[config.mk]
export PLATFORM = sky130hd
export DESIGN_NAME = hc595_shifter
export DESIGN_NICKNAME = d
export VERILOG_FILES = /design/src/rtl/hc595_shifter_pkg.sv /design/src/rtl/hc595_shifter.sv
export SDC_FILE = /design/constraint.sdc
export NUM_CORES = 1
export LEC_CHECK = 0
export ABC_AREA = 1
export ABC_CLOCK_PERIOD_IN_PS = 3300
export BUFFER_PORTS_ARGS = -buffer_cell sky130_fd_sc_hd__buf_2
export CAP_MARGIN = 20
export CORE_UTILIZATION = 30
export DETAILED_ROUTE_END_ITERATION = 16
export PLACE_DENSITY = 0.49
export SLEW_MARGIN = 30
export SYNTH_ARGS = -nofsm -noshare
export SYNTH_HDL_FRONTEND = slang
export SYNTH_SLANG_ARGS = --single-unit
[constraint.sdc]
create_clock -name clk -period 3.3 [get_ports clk]
set_clock_uncertainty 0.2 [all_clocks]
set_input_delay 0.66 -clock clk [delete_from_list [all_inputs] [get_ports clk]]
set_output_delay 0.66 -clock clk [all_outputs]
set_load 0.02 [all_outputs]
[src/rtl/hc595_shifter_pkg.sv]
// rtl/hc595_shifter_pkg.sv - shared defaults and helpers for the 74HC595 serial output stage
// HC595_DATA_W / HC595_SCLK_DIV may be predefined to keep the scan logic and this stage in agreement.
`ifndef HC595_DATA_W
`define HC595_DATA_W 16
`endif

`ifndef HC595_SCLK_DIV
`define HC595_SCLK_DIV 2
`endif

package hc595_shifter_pkg;

  localparam int DEF_DATA_W   = `HC595_DATA_W;
  localparam int DEF_SCLK_DIV = `HC595_SCLK_DIV;

  // Counter width for a range of n values, never narrower than one bit.
  function automatic int width_min1(input int n);
    return (n > 1) ? $clog2(n) : 1;
  endfunction

endpackage

[src/rtl/hc595_shifter.sv]
// rtl/hc595_shifter.sv - bit-serial 74HC595 chain driver with phase-locked sh_cp and st_cp latch pulse
// Define HC595_LSB_FIRST_EN to shift bit 0 first (sreg shifts right); default is MSB first.
module hc595_shifter
  import hc595_shifter_pkg::*;
#(
  parameter int DATA_W   = DEF_DATA_W,
  parameter int SCLK_DIV = DEF_SCLK_DIV
) (
  input  logic              clk,
  input  logic              reset,
  input  logic              en,
  input  logic [DATA_W-1:0] data,
  input  logic              valid,
  output logic              ready,
  output logic              sh_cp,
  output logic              st_cp,
  output logic              ds
);

  localparam int IDX_W = width_min1(DATA_W);
  localparam int CNT_W = width_min1(SCLK_DIV);

  typedef enum logic [1:0] {
    S_IDLE  = 2'd0,
    S_LO    = 2'd1,
    S_HI    = 2'd2,
    S_LATCH = 2'd3
  } state_t;

  state_t              state_q, state_d;
  logic [CNT_W-1:0]    cnt_q, cnt_d;
  logic [IDX_W-1:0]    idx_q, idx_d;
  logic [DATA_W-1:0]   sreg_q, sreg_d;
  logic                sh_cp_q, sh_cp_d;
  logic                st_cp_q, st_cp_d;
  logic                ds_q, ds_d;
  logic                tick_last;
  logic                accept;

  assign ready     = (state_q == S_IDLE) && en;
  assign accept    = valid && ready;
  assign tick_last = (cnt_q == CNT_W'(SCLK_DIV - 1));

  always_ff @(posedge clk) begin
    if (reset) begin
      state_q <= S_IDLE;
      cnt_q   <= '0;
      idx_q   <= '0;
      sreg_q  <= '0;
      sh_cp_q <= 1'b0;
      st_cp_q <= 1'b0;
      ds_q    <= 1'b0;
    end else begin
      state_q <= state_d;
      cnt_q   <= cnt_d;
      idx_q   <= idx_d;
      sreg_q  <= sreg_d;
      sh_cp_q <= sh_cp_d;
      st_cp_q <= st_cp_d;
      ds_q    <= ds_d;
    end
  end

  always_comb begin
    state_d = state_q;
    cnt_d   = cnt_q;
    idx_d   = idx_q;
    sreg_d  = sreg_q;
    unique case (state_q)
      S_IDLE: begin
        if (accept) begin
          state_d = S_LO;
          cnt_d   = '0;
          idx_d   = IDX_W'(DATA_W - 1);
          sreg_d  = data;
        end
      end
      S_LO: begin
        if (tick_last) begin
          cnt_d   = '0;
          state_d = S_HI;
        end else begin
          cnt_d = cnt_q + CNT_W'(1);
        end
      end
      S_HI: begin
        if (tick_last) begin
          cnt_d = '0;
          if (idx_q == '0) begin
            state_d = S_LATCH;
          end else begin
            state_d = S_LO;
            idx_d   = idx_q - IDX_W'(1);
`ifdef HC595_LSB_FIRST_EN
            sreg_d  = sreg_q >> 1;
`else
            sreg_d  = sreg_q << 1;
`endif
          end
        end else begin
          cnt_d = cnt_q + CNT_W'(1);
        end
      end
      S_LATCH: begin
        if (tick_last) begin
          cnt_d   = '0;
          state_d = S_IDLE;
        end else begin
          cnt_d = cnt_q + CNT_W'(1);
        end
      end
      default: state_d = S_IDLE;
    endcase
  end

  // Pins are registered from the next state so they change on the same edge as the FSM.
  always_comb begin
    sh_cp_d = (state_d == S_HI);
    st_cp_d = (state_d == S_LATCH);
    ds_d    = 1'b0;
    if (state_d == S_LO || state_d == S_HI) begin
`ifdef HC595_LSB_FIRST_EN
      ds_d = sreg_d[0];
`else
      ds_d = sreg_d[DATA_W-1];
`endif
    end
  end

  assign sh_cp = sh_cp_q;
  assign st_cp = st_cp_q;
  assign ds    = ds_q;

endmodule

* After elaboration in Yosys (flattened, before gate mapping)
Index checks and enable logic that the tools add are counted.
W data, S select, Z words.
** Word-level totals
- Bits in read-only memories :: 0
- Output and inout port bits :: 4
- Bits of input ports :: 20
- RAM bits :: 0
- Bits in latches :: 0
- Word-level logic and storage cells :: 46
- Memories kept :: 0
- Register bits :: 26
** Cells by class
- Muxes and demuxes :: 17
- Shifts and indexed selects :: 0
- Reductions and logical operators :: 9
- Bitwise operators :: 1
- Add/subtract/negate cells :: 2
- Div/mod/pow operators :: 0
- Equal/unequal tests :: 9
- $mul :: 0
- Magnitude comparators :: 0
** Operators with widths (count)
- $mux W16 :: 3
- $pmux W16 S2 :: 1
- $mux W4 :: 3
- $mux W2 :: 5
- $eq A2 B2 Y1 const B :: 4
- $pmux W2 S4 :: 1
- $pmux W4 S2 :: 1
- $ne A2 B2 Y1 const B :: 3
- $eq A2 B1 Y1 const B :: 2
- $logic_not A4 Y1 :: 1
- $reduce_and A4 Y1 :: 1
- $sub A4 B1 Y4 const B :: 1
- $reduce_or A3 Y1 :: 1
- $logic_and A1 B1 Y1 :: 2
- $logic_not A2 Y1 :: 1
- $mux W1 :: 2
- $pmux W1 S2 :: 1
- $reduce_bool A2 Y1 :: 1
- $reduce_or A2 Y1 :: 1
- $add A1 B1 Y1 const B :: 1
- $logic_or A1 B1 Y1 :: 1
- $not A1 Y1 :: 1

* Longest topological paths before layout
Gate-level depths: netlist of run 1.
- Depth in word-level cells :: 9
- Mapped depth :: 9
- Gate-level depth less buffers :: 8

* Least setup slack after synthesis of run 1
No wires, ideal clock.
- Path type :: input-to-output
- Start point :: in en
- End point :: out ready
- Arrival time :: 1.112 ns
- Setup slack :: 1.328 ns
- Cell stages on the path :: 3
- Cell sequence :: inv_1 nor2_2 buf_4
** On the way
- Cells in the longest elaborated chain, start to end :: 1
** RTL lines
- from (decl) :: line hc595_shifter.sv:11 : input logic en,
- $logic_and A1 B1 Y1 :: line hc595_shifter.sv:40 : assign ready = (state_q == S_IDLE) && en;
- to (decl) :: line hc595_shifter.sv:14 : output logic ready,
Every way passes these cells.

* Final worst setup path of run 1
Same ends and word-level chain as after synthesis.

==> summary.md, run 1 <==
| Metric | Value |
|---|---|
| Status | completed |
| Hold buffer count at cts | 0 |
| CP Launch Type | input port |
| Required time of the critical path | 2.44 ns |
| Global Route met3 Usage | 4.000% |
| Tmin final | 2.417 ns |
| Register bit count reported by yosys | 26 |
| Synth unique cells | 22 |
| Routability cong. | 0.7152 |
| Area growth syn-to-layout | 13.51% |
| Row count | 23 |
| Clk root buf | clkbuf_8 |
| DIE AREA | 4652 um2 |
| Worst Setup Path Type | input port to output pin |
| Setup bufs post-CTS | 0 |
| Pwr/cell area | 528.5 nW/um2 |
| DRT Pass-1 Iters | 4 |
| Clock sink total | 26 |
| Largest net degree at the start of global routing | 25 |
| Mapped Cells | 185 |
| Non-Filler Instances | between 200 and 300 |
| Register area | 520.5 um2 |
| GR Overflow Total | 0 |
| Max Clk Rate | 413.8 MHz |
| R2R depth | 7 |
| Clock transition at path regs | about 0.10 ns |
| Via count | 1203 |
| Total GRT Usage | around 14% |
| Ant diodes | 0 |
| Leak Pwr | between 0.7 and 0.8 nW |
| Crit-path cells | buf_2, inv_1, nor2_2, buf_2 |
| Synth Cell Area | 1315 um2 |
| WHS Endpoint | sreg_q[0] |
| Ys Warns | 0 |
| Fillcell total | approximately 470 |
| Reg2reg start | state_q[1] |
| Final setup violation count | 0 |
| DRC | 0 |
| Clk_lat worst skew | around 0.27 ns |
| CORE AREA | 4115 um2 |
| Initial core utilization | 31.95% |
| Period utilization | 73.23% |
| Avg Inst Size Synth | about 7.1 um2 |
| Initial antenna violation count | 0 |
| Slowest-stage cell, CP | nor2_2 |
| Drt wl/cell | 11.27 um |
| Hold Crit Start | sreg_q[0] |
| Initial DRC count | 48 |
| Fin Setup TNS | 0 ns |
| CP arrival | 1.56 ns |
| R2R Path End | ds |
| Vias per cell | roughly 4.8 |
| RSZ-0062 raised after global routing | false |
| Final hold vios | 0 |
| Cell repeated most along the worst path | buf_2 |
| First-pass GRT wire length | around 4.8 mm |
| Die H | 68.21 um |
| Relative slew slack | 61.18% |
| H-tree depth | 1 |
| CTS tree | built |
| CTS resizes | 0 |
| Peak VDD IR | 0.2225 mV |
| DRT antenna net count | 0 |
| Routed wire length | approximately 2.9 mm |
| Top delay family on crit path | simple AND/OR/NAND/NOR gates |
| Buf/Inv on CP | 3 |
| Hold WC Path Type | flop to flop |
| GRT Max-Usage Layer | met2 |
| TritonCTS buffer count | 3 |
| Internal reg-to-reg setup slack | about 1.1 ns |
| Area of the multi-input gates | 668.1 um2 |
| Fin util | 36.27% |
| Placed wire-length estimate | 1.952 mm |
| CP Max Fanout | 16 |
| Fin nets | 227 |
| Die X-Extent | 68.21 um |
| Seq/Total Area, Yosys | 39.58% |
| Fin. max-slew vios | 0 |
| Cell count after placement | around 250 |
| Port-buffer cells | 23 |
| Routing usage on met2 | 22.30% |
| Met1 GRT Util | between 10% and 20% |
| Max Root-Sink Buffers | 2 |
| Vias in the first global route | ~1000 |
| Share of layout cells above drive strength 1 | 19.21% |
| CP endpoint kind | output pin |
| Hold Crit Depth | 2 |
| Syn nets | 208 |
| Worst slew pin tran | around 0.58 ns |
| I/O pin total | 24 |
| Max incr delay on CP | 0.47 ns |
| Max-cap violations | 0 |
worst register-to-register path: cells and delay by family, from the launching register on:
family,cells,cell delay [ns]
compound gates,1,0.26
fa+ha+maj,1,0.27
buf+inv,1,0.06
flops,1,0.43
simple gates,4,0.96
routing by layer:
metal / part of all wire, % / wire length, um
met4: 0.88 / 25
met3: 2.9 / 84
met2: 46 / 1313
met1: 50 / 1429
met5: 0 / 0
logic make-up after synthesis:
family | count (synthesis) | share of synthesized area, %
fa+ha+maj | 3 | 2.855
buf+inv | 26 | 9.610
xor+xnor | 1 | 0.6662
flops | 26 | 39.58
compound gates | 26 | 10.18
simple gates | 103 | 37.11
cell usage in the layout, fill, tap and decap left out:
master    count
o21ai_2       1
nand3_1      20
and2_1        1
a21oi_1      21
xnor2_1       1
buf_4         2
nand3_4       1
nand3_2       1
dfxtp_1      26
o21ai_0       4
inv_2         2
nand3b_1      1
ha_1          3
clkbuf_8      4
or2_2         2
buf_2        23
nor2_1       27
inv_1        13
nor2_2        3
nand2_1      32
nand4_1      15
sequential cells by signal, indices dropped and copies added, names as in the netlist:
name	flops
sh_cp	1
sreg_q	16
cnt_q	1
idx_q	4
st_cp	1
state_q	2
ds	1
synthesized netlist by cell type:
cell | count | share of area [%]
buf_2 | 2 | 0.76
nand3_4 | 1 | 1.3
xnor2_1 | 1 | 0.67
nor2_1 | 27 | 7.7
clkbuf_1 | 4 | 1.1
nand3_1 | 20 | 7.6
o21ai_2 | 1 | 0.67
o21ai_0 | 4 | 1.5
inv_2 | 2 | 0.57
or2_2 | 2 | 0.95
buf_6 | 2 | 1.7
buf_4 | 3 | 1.7
inv_1 | 13 | 3.7
a21oi_1 | 21 | 8.0
nand3_2 | 1 | 0.76
nand2_1 | 32 | 9.1
ha_1 | 3 | 2.9
nor2_2 | 3 | 1.4
and2_1 | 1 | 0.48
nand4_1 | 15 | 7.1
nand3b_1 | 1 | 0.57
dfxtp_1 | 26 | 40
how the worst max path moves through the flow:
| stage | start | end | depth (start not counted) | slack (ns) |
|---|---|---|---|---|
| after global routing | state_q[0] | ready | 4 | 0.78 |
| after global placement | en | ready | 4 | 0.89 |
| final | en | ready | 4 | 0.88 |
| after detailed placement | en | ready | 4 | 0.87 |
| after CTS | en | ready | 4 | 0.88 |
| after floorplan | en | ready | 3 | 1.33 |
power by group:
part	internal [mW]	leakage [nW]	switching, mW	total [mW]
combinational	0.0704	0.462	0.148	0.218
sequential	0.343	0.213	0.0186	0.362
clock	0.107	0.0288	0.102	0.209
total	0.520	0.703	0.269	0.789
area by class of cell:
type / instances / share of cell area (%)
Timing Repair Buffer: 25 / 8.718
Inverter: 15 / 3.772
Multi-Input combinational cell: 133 / 44.76
Sequential cell: 26 / 34.87
Clock buffer: 4 / 3.688
Tap cell: 50 / 4.191
per-stage QoR:
stage / setup WS, ns / total power [mW] / area [um2] / hold WS [ns]
6_report: 0.8832 / 0.7889 / 1493 / 0.2770
5_1_grt: 0.7788 / 0.8471 / 1493 / 0.2931
4_1_cts: 0.8810 / 0.8030 / 1493 / 0.2816
3_5_place_dp: 0.8748 / 0.5907 / 1438 / 0.2668
3_3_place_gp: 0.8866 / 0.5910 / 1438 / 0.2592
2_1_floorplan: 1.328 / 0.5443 / 1315 / 0.2332
(Power assumes the default switching activity.)
==> run 2: changes to the inputs <==
ABC_AREA = 0   (was 1)
ABC_CLOCK_PERIOD_IN_PS = 2300   (was 3300)
clock period = 2.3 ns   (was 3.3 ns; I/O delays follow)
==> summary.md, run 2 <==
| Metric | Value |
|---|---|
| Routed wire length | 2.990 mm |
| CP arrival | 2.03 ns |
| Seq/Total Area, Yosys | about two fifths |
| Clock transition at path regs | 0.09 ns |
| Post-synthesis simple-gate area fraction | 13.83% |
| Reg2reg start | idx_q[0] |
| Crit-path cells | inv_1, ha_1, or3b_1, o21ai_0, a21o_1, ha_1, a311oi_1 |
| Largest register FFs | 16 |
| DRT Pass-1 Iters | 4 |
| I/O pin total | 24 |
| Ys Warns | 0 |
| Setup bufs post-CTS | 0 |
| Fin util | between 30% and 40% |
| CP Max Fanout | 5 |
| Biggest area consumer among synthesized cells | dfxtp_1 |
| Synth Cell Area | ~1300 um2 |
| Port-buffer cells | 23 |
| Slowest-stage cell, CP | or3b_1 |
| Hold Crit Depth | 3 |
| Hold buffer count at cts | 0 |
| Most frequent cells in the layout | dfxtp_1 (26), buf_2 (23), a21oi_1 (16), o211ai_1 (15), a32oi_1 (14) |
| Internal reg-to-reg setup slack | around 0.25 ns |
| Top delay family on crit path | compound AO/OA/AOI/OAI gates |
| R2R Path End | ds |
| Initial DRC count | 86 |
| Pwr/cell area | approximately 650 nW/um2 |
| Largest net degree at the start of global routing | 22 |
| Initial antenna violation count | 0 |
| Synth Area in Compound Gates | 34.76% |
| Relative slew slack | 67.66% |
| Top cells by count, synth | dfxtp_1 (26), a21oi_1 (16), o211ai_1 (15), a32oi_1 (14), buf_2 (10) |
| Period utilization | 89.26% |
| DRT antenna net count | 0 |
| Die H | about 67 um |
| CORE AREA | between 4000 and 5000 um2 |
| Total GRT Usage | between 10% and 20% |
| Largest family of logic cells by synthesized area | compound AO/OA/AOI/OAI gates |
| Area growth syn-to-layout | 15.68% |
| Avg Inst Size Synth | 9.379 um2 |
| Share of layout cells above drive strength 1 | 25.00% |
| Worst Setup Path Type | flop to flop |
| Tmin final | 2.053 ns |
| RSZ-0062 raised after global routing | false |
| Leak Pwr | between 0.5 and 0.6 nW |
| Fin. max-slew vios | 0 |
| Synthesized-area fraction occupied by adder cells | 2.921% |
| CP endpoint kind | flop |
| Final hold vios | 0 |
| Combinational power share | approximately 18% |
| H-tree depth | 1 |
| Internal power | 0.7013 mW |
| Post-synth EDFFs | 0 |
| Cell count after placement | 202 |
| Fin Setup TNS | 0 ns |
| Buf/Inv on CP | 1 |
| Mapped Cells | 137 |
| Final setup violation count | 0 |
| Max-cap violations | 0 |
| Hold Crit Start | data[0] |
| Vias in the first global route | between 1000 and 1500 |
| Leading registers by flop count | sreg_q (16), idx_q (4), state_q (2) |
| Syn nets | 160 |
| Top_reg_cell synth | dfxtp_1 |
| Required time of the critical path | around 2.3 ns |
| DIE AREA | 4549 um2 |
| Clk_lat worst skew | 0.27 ns |
| CTS resizes | 0 |
| Clock network fraction of total power | 30.3% |
| Initial core utilization | 31.67% |
| Row count | 23 |
| TritonCTS buffer count | 3 |
| WHS Endpoint | sreg_q[0] |
| Register bit count reported by yosys | 26 |
| Max incr delay on CP | 0.37 ns |
| Fin nets | 180 |
| GR Overflow Total | 0 |
| First-pass GRT wire length | 4.933 mm |
| Net Sw Frac | around 27% |
| Peak VDD IR | 0.2077 mV |
| Clk root buf | clkbuf_8 |
| Ant diodes | 0 |
| Non-Filler Instances | 206 |
| Status | completed |
| Top cell type's share of synthesized area | between 40 and 50% |
| Hold Slack | around 0.22 ns |
| CP Launch Type | flop |
| R2R depth | 7 |
| Drt wl/cell | 14.51 um |
| Max Clk Rate | 487.1 MHz |
| Worst slew pin tran | 0.4850 ns |
| Mux cell area share after synthesis | 0% |
| Post-synth ARST share | 0% |
| Synth unique cells | 35 |
| DRC | 0 |
| Most common cell in the synthesized netlist | dfxtp_1 |
| Placed wire-length estimate | 2.020 mm |
| Clock sink total | 26 |
| Largest cells by area after synthesis | dfxtp_1 (41%), a32oi_1 (9.5%), o211ai_1 (8.8%), a21oi_1 (6.2%), buf_2 (3.9%) |
| Post-Synth XOR/XNOR Area | 0% |
| Routability cong. | 0.7045 |
| Net switching power | approximately 0.27 mW |
| Most flops, register | sreg_q |
| Commonest non-fill, non-tap cell in the layout | dfxtp_1 |
| Die X-Extent | 67.45 um |
| Max Root-Sink Buffers | 2 |
| CTS tree | built |
| Via count | 1157 |
| Sequential fraction of design power | slightly above 50% |
| Hold WC Path Type | input port to flop |
| Vias per cell | 5.617 |
| Cell repeated most along the worst path | ha_1 |
-- run 2: logic make-up (layout without fill, tap and decap cells) --
kind of cell / Yosys count / after routing
compound gates: 63 / 63
fa+ha+maj: 3 / 3
buf+inv: 20 / 39
flops: 26 / 26
simple gates: 25 / 25
-- run 2: layer usage --
layer	vias to the layer above	wire length [um]	GRT usage (%)	share of wire [%]
met1	557	1452	19.43	49
met2	20	1410	22.75	47
met3	2	102	2.534	3.4
met4	0	25	5.585	0.84
li1	578	-	-	-
met5	-	0	0	0
-- run 2: stage by stage --
stage	total power [mW]	cell area, um2	setup slack [ns]
3_3_place_gp	0.6798	1431	0.2957
3_5_place_dp	0.6840	1431	0.2591
4_1_cts	0.9845	1486	0.2341
6_report	0.9666	1486	0.2469
2_1_floorplan	0.6302	1285	0.2445
5_1_grt	1.024	1486	0.05940
-- run 2: final cells by class --
cell class | count | area [um2]
Multi-Input combinational cell | 91 | 661.9
Tap cell | 50 | 62.56
Fill cell | 427 | 2571
Timing Repair Buffer | 30 | 167.7
Clock buffer | 4 | 55.05
Sequential cell | 26 | 520.5
Inverter | 5 | 18.77
-- run 2: power by group through the flow --
stage | sequential [mW] | clock [mW] | combinational [mW]
after global routing | 0.505 | 0.324 | 0.195
after floorplan | 0.501 | 0 | 0.129
after CTS | 0.500 | 0.310 | 0.174
after detailed placement | 0.510 | 0 | 0.174
after global placement | 0.509 | 0 | 0.171
final | 0.500 | 0.293 | 0.173
-- run 2: worst max-delay path by stage --
stage | from | end | slack [ns] | cells after the start
6_report | idx_q[0] | ds | 0.25 | 7
2_1_floorplan | idx_q[0] | ds | 0.24 | 8
3_5_place_dp | idx_q[0] | ds | 0.26 | 7
3_3_place_gp | idx_q[0] | ds | 0.30 | 7
4_1_cts | idx_q[0] | ds | 0.23 | 7
5_1_grt | idx_q[0] | ds | 0.06 | 7
-- run 2: worst register-to-register path, delay by kind of cell, from the launching register on --
kind,cells,cell delay [ns]
fa+ha+maj,2,0.41
simple gates,1,0.37
compound gates,3,0.59
buf+inv,1,0.06
flops,1,0.34
==> run 3: changes to the inputs <==
CORE_ASPECT_RATIO = 0.9   (was not set)
GPL_TIMING_DRIVEN = 0   (was not set)
PLACE_DENSITY = not set   (was 0.49)
PLACE_DENSITY_LB_ADDON = 0.25   (was not set)
==> summary.md, run 3 (same netlist as run 2, synthesis figures left out) <==
| Metric | Value |
|---|---|
| Status | complete, but fails checks |
| Violated checks | DRC |
| Clk root buf | clkbuf_8 |
| Commonest non-fill, non-tap cell in the layout | buf_2 |
| Hold WC Path Type | input port to flop |
| Post-route total power | around 1.1 mW |
| Cell count after placement | between 200 and 250 |
| Vias per cell | 5.635 |
| Most flops, register | sreg_q |
| Hold buffer count at cts | 0 |
| Port-buffer cells | 22 |
| Non-Filler Instances | 211 |
| Die X-Extent | 70.99 um |
| Largest register FFs | 16 |
| Clock sink total | 26 |
| RSZ-0062 raised after global routing | false |
| Ant diodes | 0 |
| I/O pin total | 24 |
| Slowest-stage cell, CP | dfxtp_1 |
| CP Launch Type | flop |
| Max-cap violations | 0 |
| Initial antenna violation count | 0 |
| Drt wl/cell | ~15 um |
| CP arrival | 2.14 ns |
| GR Overflow Total | 0 |
| Most frequent cells in the layout | buf_2 (32), dfxtp_1 (26), a21oi_1 (16), o211ai_1 (15), a32oi_1 (14) |
| Clock transition at path regs | 0.10 ns |
| DRT Pass-1 Iters | 10 |
| TritonCTS buffer count | 3 |
| Max Root-Sink Buffers | 2 |
| Max incr delay on CP | 0.34 ns |
| Worst Setup Path Type | flop to flop |
| Row count | 22 |
| H-tree depth | 1 |
| Design area | 1530 um2 |
| Tmin final | 2.146 ns |
| Largest net degree at the start of global routing | 16 |
| Max Clk Rate | around 470 MHz |
| Routability cong. | 0.7672 |
| Total GRT Usage | 14.49% |
| Initial DRC count | 82 |
| Required time of the critical path | 2.30 ns |
| Via count | 1189 |
| Vias in the first global route | approximately 1200 |
| Placed cell area | 1455 um2 |
| CP endpoint kind | flop |
| CORE AREA | 4101 um2 |
| Pwr/cell area | 696.5 nW/um2 |
| Crit-path cells | inv_1, ha_1, or3b_1, buf_2, o21ai_2, a21o_1, ha_1, a311oi_1 |
| DIE AREA | approximately 4500 um2 |
| CTS tree | built |
| Period utilization | 93.30% |
| Peak VDD IR | approximately 0.55 mV |
| DRC | 1 |
| Hold Slack | 0.2297 ns |
| CP Max Fanout | 10 |
| Worst slew pin tran | 0.5128 ns |
| Fin Setup TNS | 0 ns |
| Leak Pwr | 0.6166 nW |
| Clk_lat worst skew | roughly 0.28 ns |
| Share of layout cells above drive strength 1 | 26.99% |
| Cell repeated most along the worst path | ha_1 |
| Leading registers by flop count | sreg_q (16), idx_q (4), state_q (2) |
| DRT antenna net count | 0 |
| Final hold vios | 0 |
| Relative slew slack | 65.66% |
| Internal reg-to-reg setup slack | 0.15 ns |
| Die H | between 60 and 70 um |
| Initial core utilization | 31.33% |
| Fin nets | 187 |
| Area growth syn-to-layout | 19.08% |
| Placed wire-length estimate | 2.106 mm |
| Routed wire length | 3.100 mm |
| Fin. max-slew vios | 0 |
| Final setup violation count | 0 |
| First-pass GRT wire length | 5.257 mm |
==> run 3: cell count changes in the layout (fill, tap and decap cells not counted), sizes merged <==
cell,previous run,this run
buf,30,34
clkbuf,4,6
bufinv,0,1
==> run 3: repair_timing <==
| action | in CTS | in global routing |
|---|---|---|
| endpoints found under the setup margin | 0 | 1 |
| gates resized for setup | 0 | 2 |
| setup buffers | 0 | 0 |
==> run 3: final cells by class <==
cell class | count | area [um2]
fillers | 412 | 2571
multi-input cells | 91 | 665.6
flip-flops and latches | 26 | 520.5
repair buffers | 22 | 110.1
plain buffers | 15 | 83.83
well taps | 48 | 60.06
clock buffers | 3 | 41.29
clock inverters | 1 | 30.03
inverters | 5 | 18.77
==> run 3: metrics by stage <==
step                setup slack [ns]  util, %
finish                        0.1541    37.31
global route               0.0008877    37.31
CTS                          0.05248    37.22
detailed placement           0.06064    35.48
global placement             0.06374    35.48
floorplan                     0.2445        -
==> run 3: critical path: cells and delay by family, from the launching register on <==
kind	cells	cell delay (ns)
DFF	1	0.34
buffers and inverters	2	0.26
adders and majority gates	2	0.43
and+or+nand+nor	1	0.34
AOI/OAI and AO/OA	3	0.50
==> run 3: layer usage <==
metal,vias up,part of all wire (%),track usage (%)
li1,588,-,-
met1,568,50,19.07
met2,31,45,24.04
met3,2,4.7,4.101
met4,0,0.61,2.250
met5,-,0,0
==> run 3: path summary, 6_finish.rpt <==
path                                 from   endpoint  cells after the start
worst max-delay path             idx_q[0]         ds                      8
worst min-delay path              data[0]  sreg_q[0]                      3
worst max register to register   idx_q[0]         ds                      8
worst min register to register  sreg_q[5]  sreg_q[5]                      2
==> run 3: report_power, final <==
part	leakage, nW	internal, mW	switching (mW)
clock	0.0357	0.233	0.152
sequential	0.212	0.476	0.0187
combinational	0.369	0.0748	0.111
